**src/rtl/gpio_mul_initiator.sv**
```systemverilog
// gpio_mul_initiator
//   Bus master for the gpioemu slave register map. Accepts one multiply
//   command (cmd_a, cmd_b), then runs the register sequence:
//     write A1, write A2, write start, poll status (with gaps), read W, read L
//   and returns product / ones-count / status flags on a response handshake.
//
//   Every bus access is SETUP (1) + STROBE (STROBE_W) + HOLD (1) cycles.
//   Read data is sampled on the last STROBE cycle.
//
// Ports
//   clk, reset           clock, synchronous active-high reset
//   cmd_valid/cmd_ready  command handshake, operands cmd_a/cmd_b (24 bit)
//   rsp_valid/rsp_ready  response handshake
//   rsp_product/rsp_ones W and L registers read back
//   rsp_ovf              status bit0 was 0 at completion
//   rsp_timeout          POLL_MAX polls without done
//   rsp_mismatch         self-check failure (0 unless GPIO_MUL_SELF_CHECK_EN)
//   saddress/srd/swr     slave bus address and strobes
//   sdata_out/sdata_in   slave bus write/read data
//
// Build option
//   GPIO_MUL_SELF_CHECK_EN  compare readback against a local a*b and popcount

module gpio_mul_initiator #(
  parameter int unsigned STROBE_W = 2,
  parameter int unsigned POLL_GAP = 4,
  parameter int unsigned POLL_MAX = 64,
  parameter logic [15:0] ADDR_A1  = 16'h0380,
  parameter logic [15:0] ADDR_A2  = 16'h0388,
  parameter logic [15:0] ADDR_W   = 16'h0390,
  parameter logic [15:0] ADDR_L   = 16'h0398,
  parameter logic [15:0] ADDR_CTL = 16'h03A0
) (
  input  logic        clk,
  input  logic        reset,
  input  logic        cmd_valid,
  output logic        cmd_ready,
  input  logic [23:0] cmd_a,
  input  logic [23:0] cmd_b,
  output logic        rsp_valid,
  input  logic        rsp_ready,
  output logic [31:0] rsp_product,
  output logic [23:0] rsp_ones,
  output logic        rsp_ovf,
  output logic        rsp_timeout,
  output logic        rsp_mismatch,
  output logic [15:0] saddress,
  output logic        srd,
  output logic        swr,
  output logic [31:0] sdata_out,
  input  logic [31:0] sdata_in
);

  typedef enum logic [3:0] {
    S_IDLE,
    S_WR_A1,
    S_WR_A2,
    S_WR_GO,
    S_POLL_GAP,
    S_RD_STAT,
    S_RD_W,
    S_RD_L,
    S_RESP
  } state_t;

  // One counter serves both the access phase and the poll gap.
  localparam int unsigned PH_MAX     = (STROBE_W + 1 > POLL_GAP) ? STROBE_W + 1 : POLL_GAP;
  localparam int unsigned PH_W       = $clog2(PH_MAX + 1);
  localparam int unsigned GAP_LAST_I = (POLL_GAP == 0) ? 0 : POLL_GAP - 1;

  localparam logic [PH_W-1:0] PH_ONE       = PH_W'(1);
  localparam logic [PH_W-1:0] PH_STRB_LAST = PH_W'(STROBE_W);
  localparam logic [PH_W-1:0] PH_HOLD      = PH_W'(STROBE_W + 1);
  localparam logic [PH_W-1:0] PH_GAP_LAST  = PH_W'(GAP_LAST_I);
  localparam logic [15:0]     POLL_LIMIT   = 16'(POLL_MAX);

  state_t          state;
  logic [PH_W-1:0] phase;
  logic [23:0]     op_a;
  logic [23:0]     op_b;
  logic [15:0]     poll_cnt;
  logic [1:0]      stat_q;

  logic        is_write;
  logic        is_read;
  logic        is_access;
  logic        in_strobe;
  logic        acc_last;
  logic        gap_last;
  logic        strb_last;
  logic [15:0] acc_addr;
  logic [31:0] acc_wdata;

  always_comb begin
    is_write  = 1'b0;
    is_read   = 1'b0;
    acc_addr  = '0;
    acc_wdata = '0;
    case (state)
      S_WR_A1:   begin is_write = 1'b1; acc_addr = ADDR_A1;  acc_wdata = {8'h00, op_a}; end
      S_WR_A2:   begin is_write = 1'b1; acc_addr = ADDR_A2;  acc_wdata = {8'h00, op_b}; end
      S_WR_GO:   begin is_write = 1'b1; acc_addr = ADDR_CTL; acc_wdata = 32'h0000_0001; end
      S_RD_STAT: begin is_read  = 1'b1; acc_addr = ADDR_CTL; end
      S_RD_W:    begin is_read  = 1'b1; acc_addr = ADDR_W;   end
      S_RD_L:    begin is_read  = 1'b1; acc_addr = ADDR_L;   end
      default:   ;
    endcase
  end

  assign is_access = is_write | is_read;
  assign in_strobe = (phase != '0) && (phase <= PH_STRB_LAST);
  assign strb_last = (phase == PH_STRB_LAST);
  assign acc_last  = (phase == PH_HOLD);
  assign gap_last  = (phase == PH_GAP_LAST);

  // Bus outputs decode registered state only, so reset clears them next cycle.
  assign saddress  = is_access ? acc_addr : '0;
  assign sdata_out = is_write ? acc_wdata : '0;
  assign srd       = is_read & in_strobe;
  assign swr       = is_write & in_strobe;

  assign cmd_ready = (state == S_IDLE);
  assign rsp_valid = (state == S_RESP);

  always_ff @(posedge clk) begin
    if (reset) begin
      state       <= S_IDLE;
      phase       <= '0;
      op_a        <= '0;
      op_b        <= '0;
      poll_cnt    <= '0;
      stat_q      <= '0;
      rsp_product <= '0;
      rsp_ones    <= '0;
      rsp_ovf     <= 1'b0;
      rsp_timeout <= 1'b0;
    end else begin
      if (is_access)
        phase <= acc_last ? '0 : phase + PH_ONE;
      else if (state == S_POLL_GAP)
        phase <= gap_last ? '0 : phase + PH_ONE;
      else
        phase <= '0;

      case (state)
        S_IDLE: begin
          if (cmd_valid) begin
            op_a        <= cmd_a;
            op_b        <= cmd_b;
            poll_cnt    <= '0;
            rsp_product <= '0;
            rsp_ones    <= '0;
            rsp_ovf     <= 1'b0;
            rsp_timeout <= 1'b0;
            state       <= S_WR_A1;
          end
        end
        S_WR_A1: if (acc_last) state <= S_WR_A2;
        S_WR_A2: if (acc_last) state <= S_WR_GO;
        S_WR_GO: if (acc_last) state <= (POLL_GAP == 0) ? S_RD_STAT : S_POLL_GAP;
        S_POLL_GAP: if (gap_last) state <= S_RD_STAT;
        S_RD_STAT: begin
          if (strb_last)
            stat_q <= sdata_in[1:0];
          // Decision uses the status captured earlier in this access.
          if (acc_last) begin
            poll_cnt <= poll_cnt + 16'd1;
            if (stat_q[1]) begin
              rsp_ovf <= ~stat_q[0];
              state   <= S_RD_W;
            end else if (poll_cnt + 16'd1 == POLL_LIMIT) begin
              rsp_timeout <= 1'b1;
              rsp_product <= '0;
              rsp_ones    <= '0;
              rsp_ovf     <= 1'b0;
              state       <= S_RESP;
            end else begin
              state <= (POLL_GAP == 0) ? S_RD_STAT : S_POLL_GAP;
            end
          end
        end
        S_RD_W: begin
          if (strb_last) rsp_product <= sdata_in;
          if (acc_last)  state <= S_RD_L;
        end
        S_RD_L: begin
          if (strb_last) rsp_ones <= sdata_in[23:0];
          if (acc_last)  state <= S_RESP;
        end
        S_RESP: if (rsp_ready) state <= S_IDLE;
        default: state <= S_IDLE;
      endcase
    end
  end

`ifdef GPIO_MUL_SELF_CHECK_EN
  logic [31:0] prod_lo;
  logic [5:0]  prod_ones;
  logic [31:0] exp_prod;
  logic [5:0]  exp_ones;

  always_comb begin
    prod_lo   = 32'(cmd_a) * 32'(cmd_b);
    prod_ones = '0;
    for (int unsigned i = 0; i < 32; i++)
      prod_ones = prod_ones + 6'(prod_lo[i]);
  end

  always_ff @(posedge clk) begin
    if (reset) begin
      exp_prod <= '0;
      exp_ones <= '0;
    end else if (state == S_IDLE && cmd_valid) begin
      exp_prod <= prod_lo;
      exp_ones <= prod_ones;
    end
  end

  assign rsp_mismatch = (state == S_RESP) && !rsp_timeout &&
                        ((rsp_product != exp_prod) || (rsp_ones != {18'h0, exp_ones}));
`else
  assign rsp_mismatch = 1'b0;
`endif

endmodule
```
**config.mk**
```make
export PLATFORM = sky130hd
export DESIGN_NAME = gpio_mul_initiator
export DESIGN_NICKNAME = d
export VERILOG_FILES = /design/src/rtl/gpio_mul_initiator.sv
export SDC_FILE = /design/constraint.sdc
export NUM_CORES = 1
export LEC_CHECK = 0
export ABC_AREA = 1
export BUFFER_PORTS_ARGS = -buffer_cell sky130_fd_sc_hd__buf_2
export CAP_MARGIN = 20
export CELL_PAD_IN_SITES_DETAIL_PLACEMENT = 0
export CELL_PAD_IN_SITES_GLOBAL_PLACEMENT = 2
export CORE_MARGIN = 2
export CORE_UTILIZATION = 29
export CTS_CLUSTER_SIZE = 28
export DETAILED_ROUTE_END_ITERATION = 7
export MAX_ROUTING_LAYER = met4
export PLACE_DENSITY = 0.89
export SLEW_MARGIN = 15
export SYNTH_ARGS = -nofsm -noshare
export SYNTH_HDL_FRONTEND = slang
export SYNTH_SLANG_ARGS = --single-unit
```
**constraint.sdc**
```tcl
create_clock -name clk -period 3.2 [get_ports clk]
set_input_delay 0.32 -clock clk [delete_from_list [all_inputs] [get_ports clk]]
set_output_delay 0.32 -clock clk [all_outputs]
set_load 0.005 [all_outputs]
```
Word level (Yosys, flattened, before mapping)
Index checks and enable logic that the tools add are counted.

Memories kept: 0. Bits of input ports: 84. RAM bits: 0. ROM bits: 0. Latch bits: 0. Register bits: 131. Output and inout bits: 111.

$add $sub $neg: 2. Div/mod/pow operators: 0. $mul: 0. Eq/ne operators: 25. Multiplexer cells: 45. Order comparisons: 1. Reduce and logical (&&, ||, !) cells: 17. Bitwise operators: 4. Shifts and indexed selects: 0.

Operators by type and width (count): two-way mux 32 bit (6); one-hot mux 24 bit (3 select lines) (2); two-way mux 24 bit (5); one-hot mux 32 bit (3 select lines) (1); one-hot mux 10 bit (5 select lines) (1); two-way mux 16 bit (3); two-way mux 4 bit (11); one-hot mux 4 bit (9 select lines) (1); one-hot mux 16 bit (2 select lines) (1); != test 2 bit, second input constant (12); adder 16 x 1 -> 16 bit, second input constant (1); equality test 16 x 7 -> 1 bit, second input constant (1); equality test 4 x 3 -> 1 bit, second input constant (4); AND reduction 6 bit (2); two-way mux 1 bit (9); two-way mux 3 bit (3); AND reduction 9 bit (1); nonzero test 3 bit (3); equality test 4 x 2 -> 1 bit, second input constant (2); equality test 3 x 2 -> 1 bit, second input constant (2); OR reduction 3 bit (2); AND reduction 5 bit (1); equality test 4 x 1 -> 1 bit, second input constant (1); equality test 4 bit, second input constant (1); 15 further kinds (18).

Logic depth before layout (Yosys ltp)
Gate-level depths: netlist of run 1.

Depth after elaboration: 6. Depth in mapped cells: 14. Mapped depth without buffers: 13.

Worst setup path after synthesis of run 1
Ideal clock, no wire load.

Kind: register -> register. Start point: register poll_cnt[1]. End point: register rsp_product[0]. Setup time: 0.132 ns. Setup slack: 1.259 ns. Buffers on the path: 1. Cell stages (with the launch flop): 14. Arrival time: 1.808 ns. Cell sequence: dfxtp_1 ha_1 nand2_1 nor2_2 nand4_1 nand2_1 nand2_1 nor2_1 nand3_2 nand2_4 nand3_1 buf_2 nand2_1 a21oi_1.

Cells in the longest elaborated chain, start to end: 4.

Ends and longest elaborated chain: from (decl) (line 81) `logic [15:0] poll_cnt;`; from (signal assigned) (line 167) `poll_cnt <= poll_cnt + 16'd1;`; adder 16 x 1 -> 16 bit (line 171) `end else if (poll_cnt + 16'd1 == POLL_LIMIT) begin`; equality test 16 x 7 -> 1 bit (line 171); != test 2 bit (no source line); AND reduction 6 bit (no source line); to (signal assigned) (line 183) `if (strb_last) rsp_product <= sdata_in;`; to (decl) (line 42) `output logic [31:0] rsp_product,`.

No other way between the ends. A chain may end at the register's enable or synchronous reset.

Final worst setup path of run 1
Start point: register state[3]. End point: register rsp_ones[18].

Cells in the longest elaborated chain, start to end: 3. Elaborated cells between the ends (all ways): 11. Those cells by class: eq/ne: 7; mux: 1; reduce/logical: 3.

Ends and longest elaborated chain: from (decl) (line 77) `state_t state;`; from (signal assigned) (line 160) `S_WR_GO: if (acc_last) state <= (POLL_GAP == 0) ? S_RD_STAT : S_POLL_GAP;`; from (signal assigned) (line 178) `state <= (POLL_GAP == 0) ? S_RD_STAT : S_POLL_GAP;`; equality test 4 x 3 -> 1 bit or logical NOT 4 bit (tied branches) (line 145) `case (state)`; != test 2 bit (no source line) or nonzero test 3 bit (tied branches); AND reduction 6 bit (no source line); to (signal assigned) (line 187) `if (strb_last) rsp_ones <= sdata_in[23:0];`; to (decl) (line 43) `output logic [23:0] rsp_ones,`.

Parallel ways exist; a longest one is shown, timed or not.

==> impl_results.md, run 1 <==
- Cells after Synth: 896
- Data required, critical path: 3.45 ns
- Die Height: between 150 and 200 um
- First-pass GRT wire length: 29370 um
- Rel. slew slack: 43.60%
- Lkg Pwr: 0.003404 uW
- Largest area contributor in the netlist: dfxtp_1
- FF+latch count, synth: 131
- Setup Skew: between 0.01 and 0.015 ns
- Core area: 21020 um2
- MaxCap Viol Count: 0
- Final min period: approximately 2.7 ns
- TNS Setup: 0 ns
- Routed wire length: ~19000 um
- CP max-delay cell: nand3_2
- RSZ-0062 raised after global routing: no
- Post-route ant nets: 0
- Vias in the first global route: 5698
- Post-synth top area share: 42.15%
- Clock tree buffer depth: 2
- Congestion Overflow GR: 0
- RePlAce Congestion: 0.8019
- Synthesis Warnings: 0
- Peak VDD IR: 356.6 uV
- Min-delay src: cmd_b[10]
- CP arrival: between 2 and 3 ns
- CTS tree: built
- Port Buffers: 175
- Clock sink count: 131
- Via count: 6115
- HP Class: input port to register
- Vias per std cell: 4.591
- Fmax achieved: around 380 MHz
- CP peak stage delay: between 0.5 and 0.6 ns
- Final Cycle Share: 83.16%
- Pwr Density: 711.8 nW/um2
- Syn avg cell area: ~6.9 um2
- Status: completed
- Critical path type: register to register
- TritonCTS Buffers: 17
- Worst path top cell family by delay: buffers and inverters
- # resized after CTS: 0
- # H-tree levels: 4
- Number of cell rows: 53
- Clk slew on worst S/H paths: about 0.070 ns
- Actual slew at the worst max-slew pin: 0.8460 ns
- Starting DRC count in detailed routing: between 300 and 400
- First drt pass iteration count: 5
- Post-CTS Repair Setup Buffers: 0
- Sequential Power Share: 34.8%
- Start of the worst register-to-register path: state[3]
- Largest net degree at the start of global routing: 75
- CP max FO: 27
- Area contributors post-synth: dfxtp_1 (42%), a21oi_1 (10%), nand2_1 (9.0%)
- CTS Hold Buffers Added: 0
- Critical path startpoint category: register
- Fraction of layout cells with a size suffix above 1: 22.09%
- Setup WS post-layout: 0.5388 ns
- Root buffer cell: clkbuf_16
- All-Layer GR Usage: around 17%
- Part of the power in combinational logic: 30.7%
- Synth Cell Area: 6222 um2
- Starting Density: 29.60%
- Wire per inst: 14.02 um
- Register area share after synthesis: between 40 and 50%
- Max-slew violations: 0
- Final hold vios: 0
- Distinct cells, synth: 30
- CP cell instances: nor2_1, inv_1, nor2_1, inv_2, o21ai_0, inv_2, nand3_2, nand2_1, a21oi_1
- Crit path buf inv count: 3
- Width of the chip: 150.5 um
- Boundary pin count: 195
- Initial antenna violation count: 2
- Die area: 22640 um2
- Pwr Total: about 5500 uW
- Cell Count Post-Placement: 1298
- P&R area growth vs syn: 24.93%
- Setup crit start: state[3]
- Final #Nets: 1130
- HPWL Detailed: roughly 13000 um
- Final Non-Filler Cells: 1332
- Setup violations, final: 0
- Clock Power Share: 34.5%
- DRC viols: 0
- Pre-CTS WS: 0.5757 ns
- Worst Hold Margin: 0.1725 ns
- CP Capture Type: register
- Clk_lat worst skew: 0.42 ns
- Internal power: 3397 uW
- Psw: 2136 uW
- Sw Ratio: between 30% and 40%
## per-layer routing
layer	global-route usage, %	up-vias	part of all wire (%)
met5	-	-	0
met4	5.377	0	1.5
met3	6.485	18	7.9
met2	25.36	156	45
met1	21.08	2725	46
li1	-	3216	-
## cell usage in the layout, fill, tap and decap left out
cell type,count
a21oi_1,128
a22oi_1,1
buf_12,1
buf_2,175
buf_4,10
bufinv_16,1
clkbuf_1,1
clkbuf_16,17
clkinv_4,1
clkinvlp_4,5
conb_1,19
dfxtp_1,131
diode_2,2
ha_1,4
inv_1,122
inv_2,2
inv_6,5
inv_8,2
nand2_1,148
nand2_2,2
nand2_4,1
nand3_1,23
nand3_2,2
nand4_1,64
nor2_1,85
nor2_2,7
nor2_4,2
nor3_1,4
nor4_1,1
o21ai_0,63
o21ai_1,1
o21bai_1,1
o221ai_1,1
o22ai_1,23
xor2_1,2
## final timing paths
path / depth (start not counted) / endpoint / slack [ns]
worst max-delay path: 9 / rsp_ones[18] / 0.54
worst min-delay path: 3 / op_b[10] / 0.17
worst max register to register: 9 / rsp_ones[18] / 0.54
worst min register to register: 2 / op_b[14] / 0.45
## per-stage QoR
| step | utilization [%] | area [um2] |
|---|---|---|
| 2_1_floorplan | - | 6290 |
| 3_3_place_gp | 34.24 | 7197 |
| 3_5_place_dp | 34.24 | 7197 |
| 4_1_cts | 36.96 | 7769 |
| 5_1_grt | 36.98 | 7774 |
| 6_report | 36.98 | 7774 |
## layout make-up
| class | count | area (um2) |
|---|---|---|
| multi-input cells | 582 | 2794 |
| diodes | 2 | 5.005 |
| flip-flops and latches | 131 | 2623 |
| clock inverters | 14 | 142.6 |
| fillers | 2262 | 13250 |
| inverters | 124 | 465.4 |
| clock buffers | 18 | 429.2 |
| repair buffers | 186 | 970.9 |
| well taps | 275 | 344.1 |
## tightest hold or removal path: stages
cell and delay [ns]:
buf_2 0.07, o21ai_0 0.07, a21oi_1 0.10
## power by group through the flow
stage	clock [uW]	combinational, uW	sequential, uW
floorplan	0	1210	1940
global route	2040	1920	1940
global placement	0	1720	1960
detailed placement	0	1710	1960
CTS	1970	1720	1920
finish	1910	1700	1920
## registers in the layout (all words and copies together) (netlist names)
register and flops:
op_a 24, op_b 24, phase 3, poll_cnt 16, rsp_ones 24, rsp_ovf 1
rsp_product 32, rsp_timeout 1, stat_q 2, state 4
## logic make-up (layout without fill, tap and decap cells)
family	count (synthesis)	after routing	synth area share, %
DFF	131	131	42.15
adders and majority gates	4	4	0.8044
other	1	21	0.06027
AOI/OAI and AO/OA	218	218	18.14
xor gates and xnor gates	2	2	0.2816
buffers and inverters	201	342	14.16
and+or+nand+nor	339	339	24.41
## synthesized netlist by cell type
master    count
clkbuf_1     40
nor3_1        4
nor2_1       85
nand3_2       2
xor2_1        2
buf_1         1
ha_1          4
nor2_4        1
buf_2        11
o21ai_1       1
nor2_2        8
o21bai_1      1
inv_1       122
o221ai_1      1
nand3_1      23
buf_6         3
o22ai_1      23
conb_1        1
a22oi_1       1
o21ai_0      63
nand2_4       1
inv_2         2
nand4_1      64
buf_8         1
dfxtp_1     131
a21oi_1     128
buf_4        21
nor4_1        1
nand2_2       1
nand2_1     149
(Power assumes the default switching activity.)
==> run 2: changes to the inputs <==
ABC_AREA = 0   (was 1)
CORE_UTILIZATION = 28   (was 29)
PLACE_DENSITY = 0.84   (was 0.89)
clock period = 2.8 ns   (was 3.2 ns; I/O delays follow)
==> impl_results.md, run 2 <==
- Starting DRC count in detailed routing: just over 300
- Syn avg cell area: between 8 and 9 um2
- Setup violations, final: 0
- CP cell instances: ha_1, and4_2, and3_4, o211a_1, o22ai_2, o31a_2, buf_12, o21ai_0, a21oi_1
- Setup Skew: 0.008889 ns
- Sequential Power Share: roughly two fifths
- WP depth: 9
- Worst setup path endpoint: rsp_ones[22]
- Root buffer cell: clkbuf_16
- Number of cell rows: 53
- Top post-synthesis cells by count: dfxtp_1 (131), a21oi_1 (119), nand2_1 (116)
- Width of the chip: 151.4 um
- HPWL Detailed: roughly 12000 um
- Post-synth top area share: 43.11%
- Uppermost layer routed: met4
- Initial antenna violation count: 2
- Final #Nets: 990
- Area contributors post-synth: dfxtp_1 (43%), a21oi_1 (9.8%), nand2_1 (7.2%)
- Starting Density: 28.76%
- Part of the power in combinational logic: between 10% and 20%
- Actual slew at the worst max-slew pin: about 0.76 ns
- Final min period: 2.595 ns
- Distinct cells, synth: 60
- CTS tree: built
- Post-synthesis async set-or-reset flop share: 0%
- Start of the worst register-to-register path: poll_cnt[0]
- MaxCap Viol Count: 0
- Reg2Reg Depth: 9
- Routed wl met2: 8614 um
- Setup crit start: poll_cnt[0]
- Biggest register: rsp_product
- Largest net degree at the start of global routing: 57
- Clk slew on worst S/H paths: 0.06 ns
- Max-slew violations: 0
- TNS Setup: 0 ns
- Fmax achieved: 385.3 MHz
- Data required, critical path: between 3 and 4 ns
- DRT met1 WL: 8839 um
- Routed wire length: roughly 19000 um
- Post-CTS Repair Setup Buffers: 0
- Worst path top cell family by delay: compound AO/OA/AOI/OAI gates
- Lkg Pwr: 0.003179 uW
- Psw: 1423 uW
- First drt pass iteration count: 5
- Critical path startpoint category: register
- Sw Ratio: roughly 28%
- Area of the multi-input gates: 3037 um2
- Reg2reg setup slack: 0.20 ns
- Congestion Overflow GR: 0
- Via count: ~6.0k
- First-pass GRT wire length: a little under 30000 um
- FF+latch count, synth: 131
- Vias per std cell: 5.048
- Synth Flop Type: dfxtp_1
- Final hold vios: 0
- Post-route ant nets: 0
- Commonest non-fill, non-tap cell in the layout: buf_2
- Clk_lat worst skew: 0.42 ns
- CP Capture Type: register
- Max FFs per register: 32
- # H-tree levels: 4
- RSZ-0062 raised after global routing: no
- Core area: 21150 um2
- RePlAce Congestion: 0.8148
- P&R area growth vs syn: 27.46%
- DRC viols: 0
- Final Cycle Share: roughly 93%
- CP max FO: 56
- Wire length on met3: ~1300 um
- Vias in the first global route: 5580
- Crit path buf inv count: 1
- Clock Power Share: 45.5%
- Clock tree buffer depth: 2
- Synthesis Warnings: 0
- TritonCTS Buffers: 17
- RR Endpoint: rsp_ones[22]
- Largest area contributor in the netlist: dfxtp_1
- Pwr Density: 648.6 nW/um2
- Clock sink count: between 100 and 150
- Die area: roughly 23000 um2
- CP max-delay cell: dfxtp_1
- Cells after Synth: 758
- Rel. slew slack: 48.96%
- Register area: 2623 um2
- HP Class: input port to register
- Boundary pin count: around 200
- Pwr Total: 5029 uW
- Post-synth EDFFs: 0
- Die Height: around 150 um
- Most common cell in the netlist: dfxtp_1
- All-Layer GR Usage: 16.78%
- Commonest non-fill, non-tap cells in the layout: buf_2 (174), dfxtp_1 (131), a21oi_1 (119)
- Synth Cell Area: 6083 um2
- Status: completed
- CP peak stage delay: between 0.4 and 0.5 ns
- # fillers: ~2.2k
- Fraction of layout cells with a size suffix above 1: 27.43%
- Port Buffers: 175
- Peak VDD IR: 420.7 uV
- Wire per inst: roughly 16 um
- CP arrival: 2.88 ns
- Register area share after synthesis: 43.11%
- Internal power: 3606 uW
- Critical path type: register to register
-- run 2: cell types whose count changed after synthesis, sizes merged, moves of 9 or more --
cell    change
inv       -113
nand3      -16
nand2b      +9
a21oi       -9
a311oi     +10
clkbuf     +10
a22o       +23
nor2       -60
nand2      -35
o22ai      -21
-- run 2: power by group through the flow --
stage | clock network [uW] | registers [uW] | logic (uW)
floorplan | 0 | 2020 | 487
global placement | 0 | 2020 | 770
detailed placement | 0 | 2020 | 765
CTS | 2340 | 1980 | 767
global route | 2420 | 1990 | 844
finish | 2290 | 1980 | 756
-- run 2: final cells by class --
cell class	instances	share of cell area, %
clock buffers	20	5.761
multi-input cells	543	39.16
diodes	4	0.1291
inverters	12	0.5809
repair buffers	197	14.10
flip-flops and latches	131	33.82
clock inverters	12	2.001
well taps	275	4.438
-- run 2: per-stage QoR --
stage	util, %	instances	area [um2]	hold slack (ns)	setup WS, ns
floorplan	-	776	6151	0.4160	0.5150
global placement	33.63	1158	7114	0.4422	0.2345
detailed placement	33.63	1158	7114	0.4467	0.1917
CTS	36.48	1190	7716	0.08874	0.1796
global route	36.63	1192	7749	0.08421	0.003824
finish	36.65	1194	7754	0.1027	0.2048
-- run 2: worst min-delay path: cells and delay by family --
kind                   cells  cell delay [ns]
AND/OR/NAND/NOR            1             0.05
AO/OA/AOI/OAI              1             0.05
buffers and inverters      1             0.09
-- run 2: cells by family (layout without fill, tap and decap cells) --
| group | count (synthesis) | after routing | share of synthesized area [%] |
|---|---|---|---|
| compound gates | 251 | 251 | 24.31 |
| xor+xnor | 3 | 3 | 0.4320 |
| fa+ha+maj | 4 | 4 | 0.8227 |
| buf+inv | 102 | 241 | 9.009 |
| flops | 131 | 131 | 43.11 |
| mux | 3 | 3 | 0.4936 |
| other cells | 1 | 23 | 0.06164 |
| simple gates | 263 | 263 | 21.76 |
-- run 2: worst min path at each step --
| stage | startpoint | endpoint | slack [ns] | cells after the start |
|---|---|---|---|---|
| 2_1_floorplan | cmd_a[0] | op_a[0] | 0.42 | 2 |
| 3_3_place_gp | op_a[3] | op_a[3] | 0.44 | 2 |
| 4_1_cts | cmd_b[7] | op_b[7] | 0.09 | 3 |
| 6_report | cmd_b[7] | op_b[7] | 0.10 | 3 |
| 5_1_grt | cmd_b[9] | op_b[9] | 0.08 | 3 |
| 3_5_place_dp | op_a[17] | op_a[17] | 0.45 | 2 |
-- run 2: repair_timing --
| action | CTS | global route |
|---|---|---|
| hold buffers | 0 | 0 |
| setup endpoints to repair | 0 | 21 |
| gates resized for setup | 0 | 6 |
-- run 2: per-layer routing --
metal	vias up	GRT usage [%]
met4	0	6.308
met3	17	4.367
met2	189	24.62
li1	2996	-
met5	-	-
met1	2825	22.15
==> run 3: changes to the inputs <==
CORE_UTILIZATION = 29   (was 28)
CTS_BUF_LIST = sky130_fd_sc_hd__clkbuf_8   (was default)
PLACE_DENSITY = 0.86   (was 0.84)
clock period = 2.6 ns   (was 2.8 ns; I/O delays follow)
==> impl_results.md, run 3 (synthesis gave the netlist of run 2 again) <==
- CP max-delay cell: o31a_2
- CP max FO: 48
- CP cell instances: ha_1, nand4_1, nor4b_2, a31o_1, o22ai_1, o31a_2, buf_12, o21ai_0, a21oi_1
- Max FFs per register: 32
- # H-tree levels: 4
- Lkg Pwr: 0.003200 uW
- Start of the worst register-to-register path: poll_cnt[1]
- Die Height: 148.8 um
- Setup violations, final: 0
- CTS tree: built
- All-Layer GR Usage: around 17%
- Commonest non-fill, non-tap cell in the layout: buf_2
- Commonest non-fill, non-tap cells in the layout: buf_2 (174), dfxtp_1 (123), a21oi_1 (119)
- P&R area growth vs syn: 26.94%
- Width of the chip: approximately 150 um
- Fin util: 37.80%
- Fmax achieved: approximately 420 MHz
- Clock sink count: 131
- Data required, critical path: slightly below 3 ns
- CP peak stage delay: 0.41 ns
- Clk_lat worst skew: 0.44 ns
- Pwr Density: 644.4 nW/um2
- Vias in the first global route: 5578
- CP arrival: 2.68 ns
- Die area: 22150 um2
- Congestion Overflow GR: 0
- Peak VDD IR: slightly below 300 uV
- Final #Nets: 1003
- HP Class: input port to register
- Sw Ratio: approximately 30%
- Wire per inst: 15.99 um
- Sequential Power Share: 43.0%
- Starting DRC count in detailed routing: about 400
- Part of the power in combinational logic: about 17%
- Critical path startpoint category: register
- Biggest register: rsp_product
- CP Capture Type: register
- Psw: 1454 uW
- Final min period: 2.356 ns
- RSZ-0062 raised after global routing: no
- Post-route ant nets: 0
- Via count: 6012
- Final Cycle Share: approximately nine tenths
- Initial antenna violation count: 1
- # fillers: 2198
- Critical path type: register to register
- Largest net degree at the start of global routing: 57
- Setup Skew: 0.01228 ns
- TNS Setup: 0 ns
- Internal power: 3522 uW
- Clock tree buffer depth: 2
- Fraction of layout cells with a size suffix above 1: 29.09%
- First-pass GRT wire length: 29790 um
- DRC viols: 0
- Routed wire length: 19170 um
- Starting Density: 29.78%
- Port Buffers: about 180
- Setup crit start: poll_cnt[1]
- Min-delay src: cmd_b[16]
- Actual slew at the worst max-slew pin: 0.8122 ns
- CTS Hold Buffers Added: 0
- Vias per std cell: 5.014
- Final hold vios: 0
- HPWL Detailed: 12630 um
- RePlAce Congestion: roughly 0.83
- Rel. slew slack: 45.86%
- First drt pass iteration count: 4
- Number of cell rows: 52
- Core area: approximately 20000 um2
- Root buffer cell: clkbuf_8
- TritonCTS Buffers: 17
- MaxCap Viol Count: 0
- Boundary pin count: between 150 and 200
- Clk slew on worst S/H paths: 0.08 ns
- Clock Power Share: 40.5%
- Max-slew violations: 0
- Status: completed
[run 3: cell count changes in the layout (fill, tap and decap cells not counted), moves of 2 or more]
cell,change
clkbuf_8,+17
clkbuf_16,-16
buf_4,+11
dfxtp_1,-8
dfxtp_2,+8
diode_2,-3
bufinv_16,+2
clkbuf_1,-2
clkinv_2,-2
inv_1,+2
[run 3: final timing paths]
kind                        to  slack, ns  cells past startpoint
hold reg to reg       op_a[20]       0.46                      2
hold / removal        op_b[16]       0.05                      3
setup / recovery  rsp_ones[12]       0.24                      9
setup reg to reg  rsp_ones[12]       0.24                      9
[run 3: cell type report]
type / instances / area, um2 / area share [%]
clock buffer: 18 / 247.7 / 3.208
antenna: 1 / 2.502 / 0.03240
tap: 270 / 337.8 / 4.375
inverter: 12 / 45.04 / 0.5833
sequential: 131 / 2633 / 34.09
multi-input combinational: 543 / 3024 / 39.16
clock inverter: 14 / 211.5 / 2.738
timing repair buffer: 210 / 1221 / 15.81
[run 3: layer usage]
metal,vias up,GRT usage (%),part of all wire (%)
met4,0,5.524,1.5
li1,3004,-,-
met3,19,4.312,6.9
met5,-,-,0
met1,2796,23.12,47
met2,193,25.93,44
[run 3: repair_timing]
item                                   4_1_cts  5_1_grt
resized for setup                            0       11
endpoints found under the hold margin        0        0
setup buffers                                0        2
setup endpoints to repair                    0       54
[run 3: critical path: cells and delay by family, from the launching register on]
kind	cells	cell delay (ns)
AO/OA/AOI/OAI	5	0.96
flip-flops	1	0.38
AND/OR/NAND/NOR	2	0.50
buffers and inverters	1	0.18
adder cells (fa/ha/maj)	1	0.20
[run 3: per-stage QoR]
stage | std cells | hold slack (ns) | power (uW) | instance area, um2 | setup WS [ns]
after floorplan | 776 | 0.3960 | 2695 | 6151 | 0.3150
after global placement | 1163 | 0.4416 | 3027 | 7196 | 0.2438
after detailed placement | 1163 | 0.4465 | 3024 | 7196 | 0.1713
after CTS | 1195 | 0.01905 | 5050 | 7655 | 0.1461
after global routing | 1199 | 0.03765 | 5228 | 7722 | 0.03604
final | 1199 | 0.05196 | 4976 | 7722 | 0.2436
[run 3: power by group through the flow]
stage	combinational [uW]	clock, uW	sequential, uW
after CTS	841	2070	2140
after global routing	924	2160	2150
after global placement	842	0	2180
final	824	2010	2140
after floorplan	524	0	2170
after detailed placement	838	0	2190
